## src/rtl/stream_burst_gate_if.sv

```systemverilog
// Stream handshake bundle (AXI4-Stream style TDATA/TVALID/TREADY).
//   master : drives TDATA/TVALID, receives TREADY
//   slave  : receives TDATA/TVALID, drives TREADY
interface stream_burst_gate_if #(
    parameter int unsigned WIDTH = 32
);
    logic [WIDTH-1:0] TDATA;
    logic             TVALID;
    logic             TREADY;

    modport master (
        output TDATA,
        output TVALID,
        input  TREADY
    );

    modport slave (
        input  TDATA,
        input  TVALID,
        output TREADY
    );
endinterface

```

## src/rtl/stream_burst_gate.sv

```systemverilog
// stream_burst_gate
// Read-side gate behind a streaming FIFO. Uses the FIFO occupancy count to
// release data in bursts of BURST beats, flushes a partial residue after
// TIMEOUT idle cycles, and drives the consumer through a 2-entry skid buffer.
//
// Ports:
//   ap_clk, ap_rst_n : clock, asynchronous active-low reset
//   fifo_count       : upstream FIFO occupancy (may lag the stream by 1 cycle)
//   in0_V_V          : slave stream from the FIFO output
//   out_V_V          : master stream to the consumer (registered)
//   burst_active     : high while in BURST or FLUSH (registered)
//
// Optional build macro STREAM_BURST_GATE_STATS_EN adds:
//   stat_bursts, stat_flushes : saturating counts of completed episodes
module stream_burst_gate #(
    parameter int unsigned WIDTH   = 32,
    parameter int unsigned COUNT_W = 14,
    parameter int unsigned BURST   = 64,
    parameter int unsigned TIMEOUT = 1024
) (
    input  logic                 ap_clk,
    input  logic                 ap_rst_n,
    input  logic [COUNT_W-1:0]   fifo_count,
    stream_burst_gate_if.slave   in0_V_V,
    stream_burst_gate_if.master  out_V_V,
    output logic                 burst_active
`ifdef STREAM_BURST_GATE_STATS_EN
    ,
    output logic [15:0]          stat_bursts,
    output logic [15:0]          stat_flushes
`endif
);

    localparam int unsigned        WAIT_W    = (TIMEOUT > 1) ? $clog2(TIMEOUT) : 1;
    localparam logic [WAIT_W-1:0]  WAIT_LAST = (TIMEOUT == 0) ? '0 : WAIT_W'(TIMEOUT - 1);
    localparam logic [WAIT_W-1:0]  WAIT_MAX  = '1;
    localparam logic [WAIT_W-1:0]  WAIT_ONE  = WAIT_W'(1);
    localparam logic [COUNT_W-1:0] BURST_CNT = COUNT_W'(BURST);
    localparam logic [COUNT_W-1:0] ONE_CNT   = COUNT_W'(1);
    localparam bit                 FLUSH_EN  = (TIMEOUT != 0);

    typedef enum logic [1:0] {
        S_IDLE   = 2'd0,
        S_BURST  = 2'd1,
        S_FLUSH  = 2'd2,
        S_SETTLE = 2'd3
    } state_t;

    state_t             state;
    state_t             state_n;
    logic [COUNT_W-1:0] beats_left;
    logic [COUNT_W-1:0] beats_left_n;
    logic [WAIT_W-1:0]  wait_cnt;
    logic [WAIT_W-1:0]  wait_cnt_n;
    logic               burst_active_n;

    // Skid buffer: entry 0 is the presented output, entry 1 holds the
    // beat that was already in flight when the consumer stalled.
    logic [WIDTH-1:0]   skid_data0;
    logic [WIDTH-1:0]   skid_data1;
    logic               skid_valid0;
    logic               skid_valid1;
    logic [WIDTH-1:0]   skid_data0_n;
    logic [WIDTH-1:0]   skid_data1_n;
    logic               skid_valid0_n;
    logic               skid_valid1_n;

    logic               gate_open;
    logic               in_ready;
    logic               in_fire;
    logic               out_fire;

    // Upstream ready depends only on registered state, never on out TREADY.
    always_comb begin
        gate_open = (state == S_BURST) || (state == S_FLUSH);
        in_ready  = gate_open && (beats_left != '0) && !skid_valid1;
    end

    assign in0_V_V.TREADY = in_ready;
    assign in_fire        = in0_V_V.TVALID && in_ready;
    assign out_fire       = skid_valid0 && out_V_V.TREADY;

    assign out_V_V.TDATA  = skid_data0;
    assign out_V_V.TVALID = skid_valid0;

    // State register
    always_ff @(posedge ap_clk or negedge ap_rst_n) begin
        if (!ap_rst_n) begin
            state      <= S_IDLE;
            beats_left <= '0;
            wait_cnt   <= '0;
        end else begin
            state      <= state_n;
            beats_left <= beats_left_n;
            wait_cnt   <= wait_cnt_n;
        end
    end

    // Next-state logic; the BURST test precedes the flush test so it wins
    always_comb begin
        state_n      = state;
        beats_left_n = beats_left;
        wait_cnt_n   = wait_cnt;
        case (state)
            S_IDLE: begin
                if (fifo_count >= BURST_CNT) begin
                    state_n      = S_BURST;
                    beats_left_n = BURST_CNT;
                    wait_cnt_n   = '0;
                end else if (fifo_count != '0) begin
                    if (FLUSH_EN && (wait_cnt == WAIT_LAST)) begin
                        state_n      = S_FLUSH;
                        beats_left_n = fifo_count;
                        wait_cnt_n   = '0;
                    end else if (wait_cnt != WAIT_MAX) begin
                        wait_cnt_n = wait_cnt + WAIT_ONE;
                    end
                end else begin
                    wait_cnt_n = '0;
                end
            end
            S_BURST, S_FLUSH: begin
                if (in_fire) begin
                    beats_left_n = beats_left - ONE_CNT;
                    if (beats_left == ONE_CNT) begin
                        state_n = S_SETTLE;
                    end
                end
            end
            S_SETTLE: begin
                // One dead cycle lets a lagging fifo_count catch up
                state_n    = S_IDLE;
                wait_cnt_n = '0;
            end
            default: begin
                state_n      = S_IDLE;
                beats_left_n = '0;
                wait_cnt_n   = '0;
            end
        endcase
    end

    // Output decode, registered below so burst_active tracks state exactly
    always_comb begin
        burst_active_n = 1'b0;
        if ((state_n == S_BURST) || (state_n == S_FLUSH)) begin
            burst_active_n = 1'b1;
        end
    end

    always_ff @(posedge ap_clk or negedge ap_rst_n) begin
        if (!ap_rst_n) begin
            burst_active <= 1'b0;
        end else begin
            burst_active <= burst_active_n;
        end
    end

    // Skid next-state: pop shifts entry 1 forward, push fills first free slot
    always_comb begin
        skid_data0_n  = skid_data0;
        skid_data1_n  = skid_data1;
        skid_valid0_n = skid_valid0;
        skid_valid1_n = skid_valid1;
        if (out_fire) begin
            skid_data0_n  = skid_data1;
            skid_valid0_n = skid_valid1;
            skid_valid1_n = 1'b0;
        end
        if (in_fire) begin
            if (!skid_valid0_n) begin
                skid_data0_n  = in0_V_V.TDATA;
                skid_valid0_n = 1'b1;
            end else begin
                skid_data1_n  = in0_V_V.TDATA;
                skid_valid1_n = 1'b1;
            end
        end
    end

    always_ff @(posedge ap_clk or negedge ap_rst_n) begin
        if (!ap_rst_n) begin
            skid_data0  <= '0;
            skid_data1  <= '0;
            skid_valid0 <= 1'b0;
            skid_valid1 <= 1'b0;
        end else begin
            skid_data0  <= skid_data0_n;
            skid_data1  <= skid_data1_n;
            skid_valid0 <= skid_valid0_n;
            skid_valid1 <= skid_valid1_n;
        end
    end

`ifdef STREAM_BURST_GATE_STATS_EN
    logic burst_done;
    logic flush_done;

    // An episode completes on the transition into SETTLE
    always_comb begin
        burst_done = (state == S_BURST) && (state_n == S_SETTLE);
        flush_done = (state == S_FLUSH) && (state_n == S_SETTLE);
    end

    always_ff @(posedge ap_clk or negedge ap_rst_n) begin
        if (!ap_rst_n) begin
            stat_bursts  <= '0;
            stat_flushes <= '0;
        end else begin
            if (burst_done && (stat_bursts != 16'hFFFF)) begin
                stat_bursts <= stat_bursts + 16'd1;
            end
            if (flush_done && (stat_flushes != 16'hFFFF)) begin
                stat_flushes <= stat_flushes + 16'd1;
            end
        end
    end
`endif

endmodule

```

## src/flat_wrapper.sv

```systemverilog
// flat-port wrapper written by rule: the top's interface ports become plain ports
module stream_burst_gate_flat 
#(
    parameter int unsigned WIDTH   = 32,
    parameter int unsigned COUNT_W = 14,
    parameter int unsigned BURST   = 64,
    parameter int unsigned TIMEOUT = 1024
)
  (ap_clk, ap_rst_n, fifo_count, burst_active, in0_V_V_TDATA, in0_V_V_TVALID, in0_V_V_TREADY, out_V_V_TDATA, out_V_V_TVALID, out_V_V_TREADY);
  stream_burst_gate_if #(.WIDTH(WIDTH)) in0_V_V_i ();
  stream_burst_gate_if #(.WIDTH(WIDTH)) out_V_V_i ();
  input  logic ap_clk;
  input  logic ap_rst_n;
  input  logic [COUNT_W-1:0] fifo_count;
  output logic burst_active;
  input wire logic [$bits(in0_V_V_i.TDATA)-1:0] in0_V_V_TDATA;
  input wire logic [$bits(in0_V_V_i.TVALID)-1:0] in0_V_V_TVALID;
  output wire logic [$bits(in0_V_V_i.TREADY)-1:0] in0_V_V_TREADY;
  output wire logic [$bits(out_V_V_i.TDATA)-1:0] out_V_V_TDATA;
  output wire logic [$bits(out_V_V_i.TVALID)-1:0] out_V_V_TVALID;
  input wire logic [$bits(out_V_V_i.TREADY)-1:0] out_V_V_TREADY;
  assign in0_V_V_i.TDATA = in0_V_V_TDATA;
  assign in0_V_V_i.TVALID = in0_V_V_TVALID;
  assign in0_V_V_TREADY = in0_V_V_i.TREADY;
  assign out_V_V_TDATA = out_V_V_i.TDATA;
  assign out_V_V_TVALID = out_V_V_i.TVALID;
  assign out_V_V_i.TREADY = out_V_V_TREADY;
  stream_burst_gate #(.WIDTH(WIDTH), .COUNT_W(COUNT_W), .BURST(BURST), .TIMEOUT(TIMEOUT)) u_core (.ap_clk(ap_clk), .ap_rst_n(ap_rst_n), .fifo_count(fifo_count), .in0_V_V(in0_V_V_i), .out_V_V(out_V_V_i), .burst_active(burst_active));
endmodule
```

## config.mk

```make
export PLATFORM = sky130hd
export DESIGN_NAME = stream_burst_gate_flat
export DESIGN_NICKNAME = d
export VERILOG_FILES = /design/src/rtl/stream_burst_gate_if.sv /design/src/rtl/stream_burst_gate.sv /design/src/flat_wrapper.sv
export SDC_FILE = /design/constraint.sdc
export NUM_CORES = 1
export LEC_CHECK = 0
export CELL_PAD_IN_SITES_DETAIL_PLACEMENT = 1
export CELL_PAD_IN_SITES_GLOBAL_PLACEMENT = 1
export CORE_ASPECT_RATIO = 0.9
export CORE_MARGIN = 2
export CORE_UTILIZATION = 41
export DETAILED_ROUTE_END_ITERATION = 7
export PLACE_DENSITY_LB_ADDON = 0.1
export SETUP_SLACK_MARGIN = 0.2
export SYNTH_ARGS = -nofsm -noshare
export SYNTH_HDL_FRONTEND = slang
export SYNTH_SLANG_ARGS = --single-unit
```

## constraint.sdc

```tcl
create_clock -name ap_clk -period 3.3 [get_ports ap_clk]
set_clock_uncertainty 0.15 [all_clocks]
set_input_delay 0.66 -clock ap_clk [delete_from_list [all_inputs] [get_ports ap_clk]]
set_output_delay 0.66 -clock ap_clk [all_outputs]
set_load 0.02 [all_outputs]
```

==> summary.txt, run 1 <==
Sequential share of power -> 36.3%
Combinational family with the most area after synthesis -> multiplexers
Avg WL per Cell -> 16.9 um
Insertion delay to the later sink of the worst-skew pair -> 0.34 ns
Layout Cells excl Fill -> 667
Worst slew margin -> 56.8%
Initial DRC count -> 125
Data arrival, critical path -> 2.19 ns
Placed cells -> 651
Layout Utilization -> 54.2%
Worst EP required -> 2.49 ns
Area grow syn2layout -> 28.4%
Flops & latches, synth -> 93
VDD IR max -> 295 uV
FP Rows -> 36
Unique masters post-synth -> 51
Hold WS -> 0.131 ns
Gp weighted congestion -> 0.762
# Post-CTS Setup Buffers -> 0
Crit path kind -> reg2out
EDFF count, synth -> 0
PD cells -> 929 nW/um2
Compound-Gate Fraction of Synth Area -> 11.1%
NumNets Final -> 568
Maximum root-to-sink buffer count -> 2
IO Pins -> 85
Setup_tns -> 0 ns
# clock sinks -> 93
Drt pass-1 iters -> 4
Cell area after synthesis -> 4600 um2
Syn nets -> 481
Hold buffers post-CTS -> 0
Largest net degree at the start of global routing -> 65
Vias in the first global route -> 3832
Post-synthesis adder-cell area fraction -> 2.18%
GR Overflow Total -> 0
Status -> finished clean
Startpoint Class -> flip-flop
Via-per-instance ratio -> 5.24
Core Area -> 10900 um2
Mux cell area share after synthesis -> 17.4%
Mapped Cells -> 423
Crit end category -> output pin
Final worst-path cycle share -> 90.9%
CTS clk-pin slew, worst paths -> 0.07 ns
Register area share after synthesis -> 50.6%
Pint -> 0.00345 W
XOR/XNOR share of the synthesized area -> 0.190%
Async SR Flop Fraction -> 100%
Fraction of layout cells with a size suffix above 1 -> 13.0%
Final hold violations -> 0
Inserted Clock Buffers -> 9
Avg Cell Area, Syn -> 10.9 um2
Minimum clock period -> 3.00 ns
Psw -> 0.00204 W
Post-route DRC -> 0
Area of the die -> 12100 um2
Antenna fix cells -> 0
H-tree levels -> 3
GRT Overall Usage -> 19.4%
Clock share of power -> 17.4%
Most common flop cell mapped by yosys -> dfrtp_1
Max_cap viols -> 0
Actual slew at the worst max-slew pin -> 0.647 ns
Final setup vio count -> 0
Routed WL -> 11200 um
CTS tree -> built
Global-route wire length before repair -> 18800 um
Initial antenna violation count -> 0
Initial Util -> 42.2%
Pleak -> 2.65 nW
Combinational power share -> 46.4%
Die width -> 116 um
Hpwl dp -> 7910 um
Synth Area in Simple Gates -> 15.3%
Switching Share -> 37.1%
Fmax -> 333 MHz
Hold Path Class -> in2async
RSZ-0062 raised after global routing -> no
Maximum net fanout on the critical path -> 5
Buffers on Ports -> 84
Root Buffer -> clkbuf_16
Vias -> 3498
YS warnings -> 0
Antenna-violating nets left -> 0
Max-slew violations -> 0
Die height -> 104 um
timing repair:
action | CTS | global route
setup endpoints to repair | 1 | 1
hold endpoints to repair | 0 | 0
gates resized for setup | 1 | 1
pin swaps | 0 | 0
metal layers:
| metal | vias up | global-route usage, % | routed length, um |
|---|---|---|---|
| met2 | 64 | 33.8 | 5600 |
| met5 | - | 0 | 0 |
| met4 | 0 | 5.27 | 143 |
| met1 | 1738 | 24.3 | 5080 |
| li1 | 1682 | - | - |
| met3 | 14 | 3.85 | 418 |
registers in the layout, summed over array words and instances, names as in the netlist:
signal and flops:
u_core.out_V_V.TDATA 32, u_core.skid_data1 32, u_core.beats_left 14, u_core.wait_cnt 10, u_core.state 2, u_core.burst_active 1
u_core.out_V_V.TVALID 1, u_core.skid_valid1 1
cells in the mapped netlist (all sizes together) (2+ instances only):
cell type,instances,area (um2)
o211ai,7,52.6
o31ai,6,45.0
or2,2,12.5
a21oi,43,215
a211oi,2,15.0
clkbuf,8,30.0
nor3b,2,20.0
dfrtp,93,2330
ha,8,100
mux2,33,480
or3b,3,26.3
o21ai,15,75.1
a311oi,2,17.5
and3,5,31.3
or3,4,25.0
nor3,9,45.0
buf,13,86.3
and2,2,12.5
mux2i,32,320
a21o,2,15.0
nand3,9,45.0
nor2b,2,12.5
nor4,7,43.8
o22ai,4,25.0
nor2,48,188
nand4b,6,52.6
nand2,29,109
inv,8,30.0
nand2b,6,37.5
power groups by stage:
stage	sequential (W)	combinational, W	clock (W)
after global routing	0.00205	0.00278	0.00102
after CTS	0.00199	0.00258	0.000981
after detailed placement	0.00201	0.00257	0
after floorplan	0.00220	0.00140	0
final	0.00199	0.00254	0.000954
after global placement	0.00197	0.00249	0
cell families after synthesis:
kind of cell               Yosys count
xor gates and xnor gates             1
DFF                                 93
and+or+nand+nor                    139
muxes                               65
adders and majority gates            8
AOI/OAI and AO/OA                   87
buffers and inverters               30
metrics by stage:
stage | total power (W) | setup WS (ns) | cell area [um2]
finish | 0.00549 | 0.300 | 5910
detailed placement | 0.00458 | 0.267 | 5640
floorplan | 0.00360 | 0.744 | 4600
global route | 0.00585 | 0.201 | 5910
CTS | 0.00555 | 0.302 | 5900
global placement | 0.00446 | 0.354 | 5640
path summary, 6_finish.rpt:
check	start	endpoint	slack [ns]	depth (start not counted)
setup / recovery	u_core.beats_left[11]$_DFFE_PN0P_	in0_V_V_TREADY	0.30	5
hold / removal	ap_rst_n	u_core.out_V_V.TDATA[27]$_DFF_PN0_	0.13	1
setup reg to reg	u_core.state[0]$_DFF_PN0_	u_core.burst_active$_DFF_PN0_	0.53	9
hold reg to reg	u_core.skid_data1[25]$_DFFE_PN0P_	u_core.skid_data1[25]$_DFFE_PN0P_	0.35	1
max in group asynchronous	ap_rst_n	u_core.out_V_V.TDATA[21]$_DFF_PN0_	2.06	2
min in group ap_clk	u_core.skid_data1[25]$_DFFE_PN0P_	u_core.skid_data1[25]$_DFFE_PN0P_	0.35	1
worst max-delay path: stages, from the launching register on:
cell and delay (ns):
dfrtp_1 0.43, or4_4 0.57, nor3b_2 0.23, and2b_2 0.24
nor3_1 0.06, dlygate4sd2_1 0.32
final cells by class:
| cell class | count | area [um2] |
|---|---|---|
| clock buffers | 11 | 233 |
| inverters | 9 | 33.8 |
| flip-flops and latches | 93 | 2330 |
| well taps | 152 | 190 |
| repair buffers | 97 | 960 |
| multi-input cells | 300 | 2130 |
| clock inverters | 5 | 35.0 |
| fillers | 1203 | 4990 |
cells in the final DEF, fill, tap and decap left out, types with 7 or more instances in the layout:
cell / instances
dfrtp_1: 93
clkdlybuf4s50_1: 82
nor2_1: 47
a21oi_1: 42
mux2i_1: 32
mux2_4: 29
nand2_1: 28
buf_4: 12
o21ai_1: 11
nand3_1: 9
nor3_1: 9
clkbuf_16: 9
inv_1: 8
ha_1: 8
nor4_1: 7
o211ai_1: 7
(Power assumes the default switching activity.)
==> run 2, diff against run 1 <==
--- a/config.mk
+++ b/config.mk
@@ -9,10 +9,12 @@
 export CELL_PAD_IN_SITES_GLOBAL_PLACEMENT = 1
 export CORE_ASPECT_RATIO = 0.9
 export CORE_MARGIN = 2
-export CORE_UTILIZATION = 41
+export CORE_UTILIZATION = 42
+export CTS_BUF_LIST = sky130_fd_sc_hd__clkbuf_4
 export DETAILED_ROUTE_END_ITERATION = 7
 export PLACE_DENSITY_LB_ADDON = 0.1
 export SETUP_SLACK_MARGIN = 0.2
 export SYNTH_ARGS = -nofsm -noshare
 export SYNTH_HDL_FRONTEND = slang
 export SYNTH_SLANG_ARGS = --single-unit
+export TNS_END_PERCENT = 5
==> summary.txt, run 2 (same netlist as run 1, synthesis figures left out) <==
Avg WL per Cell -> 17.2 um
Die height -> 103 um
CP startpoint -> u_core.beats_left[11]$_DFFE_PN0P_
CTS tree -> built
GRT Overall Usage -> 20.3%
Initial Util -> 42.7%
Crit-path cells -> or4_4 -> nor3b_4 -> and2b_2 -> nor3_1 -> clkbuf_2
Hpwl dp -> 8170 um
RSZ-0062 raised after global routing -> no
Via-per-instance ratio -> 5.49
Worst slew margin -> 36.4%
Commonest non-fill, non-tap cell in the layout -> dfrtp_1
Largest net degree at the start of global routing -> 65
# fillers -> 1197
Setup_tns -> 0 ns
Layout Cells excl Fill -> 659
Final worst-path cycle share -> 87.0%
Crit path kind -> reg2out
Core Area -> 10800 um2
IO Pins -> 85
Actual slew at the worst max-slew pin -> 0.954 ns
Max_cap viols -> 0
VDD IR max -> 314 uV
Placed cells -> 638
Maximum net fanout on the critical path -> 3
Drt pass-1 iters -> 4
GR Overflow Total -> 0
Crit path max-delay family -> simple AND/OR/NAND/NOR gates
Area grow syn2layout -> 26.8%
PD cells -> 897 nW/um2
Final setup vio count -> 0
Max-slew violations -> 0
Die width -> 114 um
Hold WS -> 0.0489 ns
Vias -> 3620
Fraction of layout cells with a size suffix above 1 -> 15.4%
CTS clk-pin slew, worst paths -> 0.15 ns
H-tree levels -> 3
Insertion delay to the later sink of the worst-skew pair -> 0.46 ns
R2R Path Start -> u_core.state[0]$_DFF_PN0_
FP Rows -> 36
Crit end category -> output pin
Hold Path Class -> in2async
Minimum clock period -> 2.87 ns
Pleak -> 2.64 nW
Routed WL -> 11300 um
Worst EP required -> 2.49 ns
Maximum root-to-sink buffer count -> 2
Inserted Clock Buffers -> 9
Area of the die -> 11800 um2
Root Buffer -> clkbuf_4
Startpoint Class -> flip-flop
Crit-path max cell delay -> 0.58 ns
Global-route wire length before repair -> 18600 um
Final hold violations -> 0
Initial antenna violation count -> 0
Buffers on Ports -> 84
Hold buffers post-CTS -> 0
Fmax -> 348 MHz
Most frequent cells in the layout -> 92 x dfrtp_1, 82 x clkdlybuf4s50_1, 47 x nor2_1
Worst path slowest cell -> or4_4
Vias in the first global route -> 3751
Gp weighted congestion -> 0.805
# clock sinks -> 93
Antenna fix cells -> 0
Total Power -> 0.00523 W
NumNets Final -> 579
Initial DRC count -> 98
CP bufs+invs -> 1
Status -> finished clean
Data arrival, critical path -> 2.06 ns
Post-route DRC -> 0
Antenna-violating nets left -> 0
run 2: cell count changes in the layout (fill, tap and decap cells not counted), sizes merged:
cell | previous run | this run
buf | 14 | 25
bufinv | 0 | 1
clkbuf | 11 | 10
clkinv | 4 | 3
clkinvlp | 1 | 2
dlygate4sd2 | 1 | 0
inv | 9 | 10
run 2: cell type report:
type	instances	area (um2)	share of cell area, %
tap	133	166	2.85
multi-input combinational	300	2140	36.7
timing repair buffer	108	1030	17.6
clock inverter	7	71.3	1.22
clock buffer	9	67.6	1.16
inverter	9	33.8	0.579
sequential	93	2330	39.9
run 2: repair_timing:
action                     CTS  global route
setup buffers                3             2
pin swaps                    0             0
resized for setup            1             6
setup endpoints to repair    1             1
run 2: through the flow:
stage | cell area, um2 | setup WS, ns | util (%)
after floorplan | 4600 | 0.744 | -
after global placement | 5650 | 0.325 | 52.5
after detailed placement | 5650 | 0.273 | 52.5
after CTS | 5810 | 0.200 | 53.9
after global routing | 5830 | 0.281 | 54.2
final | 5830 | 0.430 | 54.2
run 2: path summary, 6_finish.rpt:
path | end | slack, ns | depth (start not counted)
setup / recovery | in0_V_V_TREADY | 0.43 | 5
hold / removal | u_core.skid_data1[25]$_DFFE_PN0P_ | 0.05 | 1
setup reg to reg | u_core.burst_active$_DFF_PN0_ | 0.44 | 10
hold reg to reg | u_core.skid_data1[26]$_DFFE_PN0P_ | 0.36 | 1
max in group asynchronous | u_core.skid_data1[4]$_DFFE_PN0P_ | 2.26 | 2
min in group ap_clk | u_core.skid_data1[26]$_DFFE_PN0P_ | 0.36 | 1
run 2: power by group:
part,internal [W],switching (W)
registers,0.00165,0.000326
logic,0.00132,0.00129
clock network,0.000233,0.000415
run 2: worst reg2reg max path: cells and delay by family, from the launching register on:
| kind | cells | cell delay (ns) |
|---|---|---|
| compound gates | 1 | 0.08 |
| simple gates | 4 | 1.01 |
| flops | 1 | 0.47 |
| xor+xnor | 1 | 0.15 |
| buf+inv | 3 | 0.55 |
| fa+ha+maj | 1 | 0.41 |
run 2: layer usage:
metal	routed length, um	vias to the layer above	track usage (%)	share of wire (%)
li1	-	1709	-	-
met5	0	-	0	0
met1	5160	1821	25.9	45
met4	155	0	6.75	1.4
met3	434	10	3.90	3.8
met2	5590	80	35.0	49
==> run 3, diff against run 2 <==
--- a/config.mk
+++ b/config.mk
@@ -11,6 +11,7 @@
 export CORE_MARGIN = 2
 export CORE_UTILIZATION = 42
 export CTS_BUF_LIST = sky130_fd_sc_hd__clkbuf_4
+export CTS_CLUSTER_SIZE = 30
 export DETAILED_ROUTE_END_ITERATION = 7
 export PLACE_DENSITY_LB_ADDON = 0.1
 export SETUP_SLACK_MARGIN = 0.2
==> results of run 3 <==
The final DEF is identical to that of run 2; final timing and power are the same.
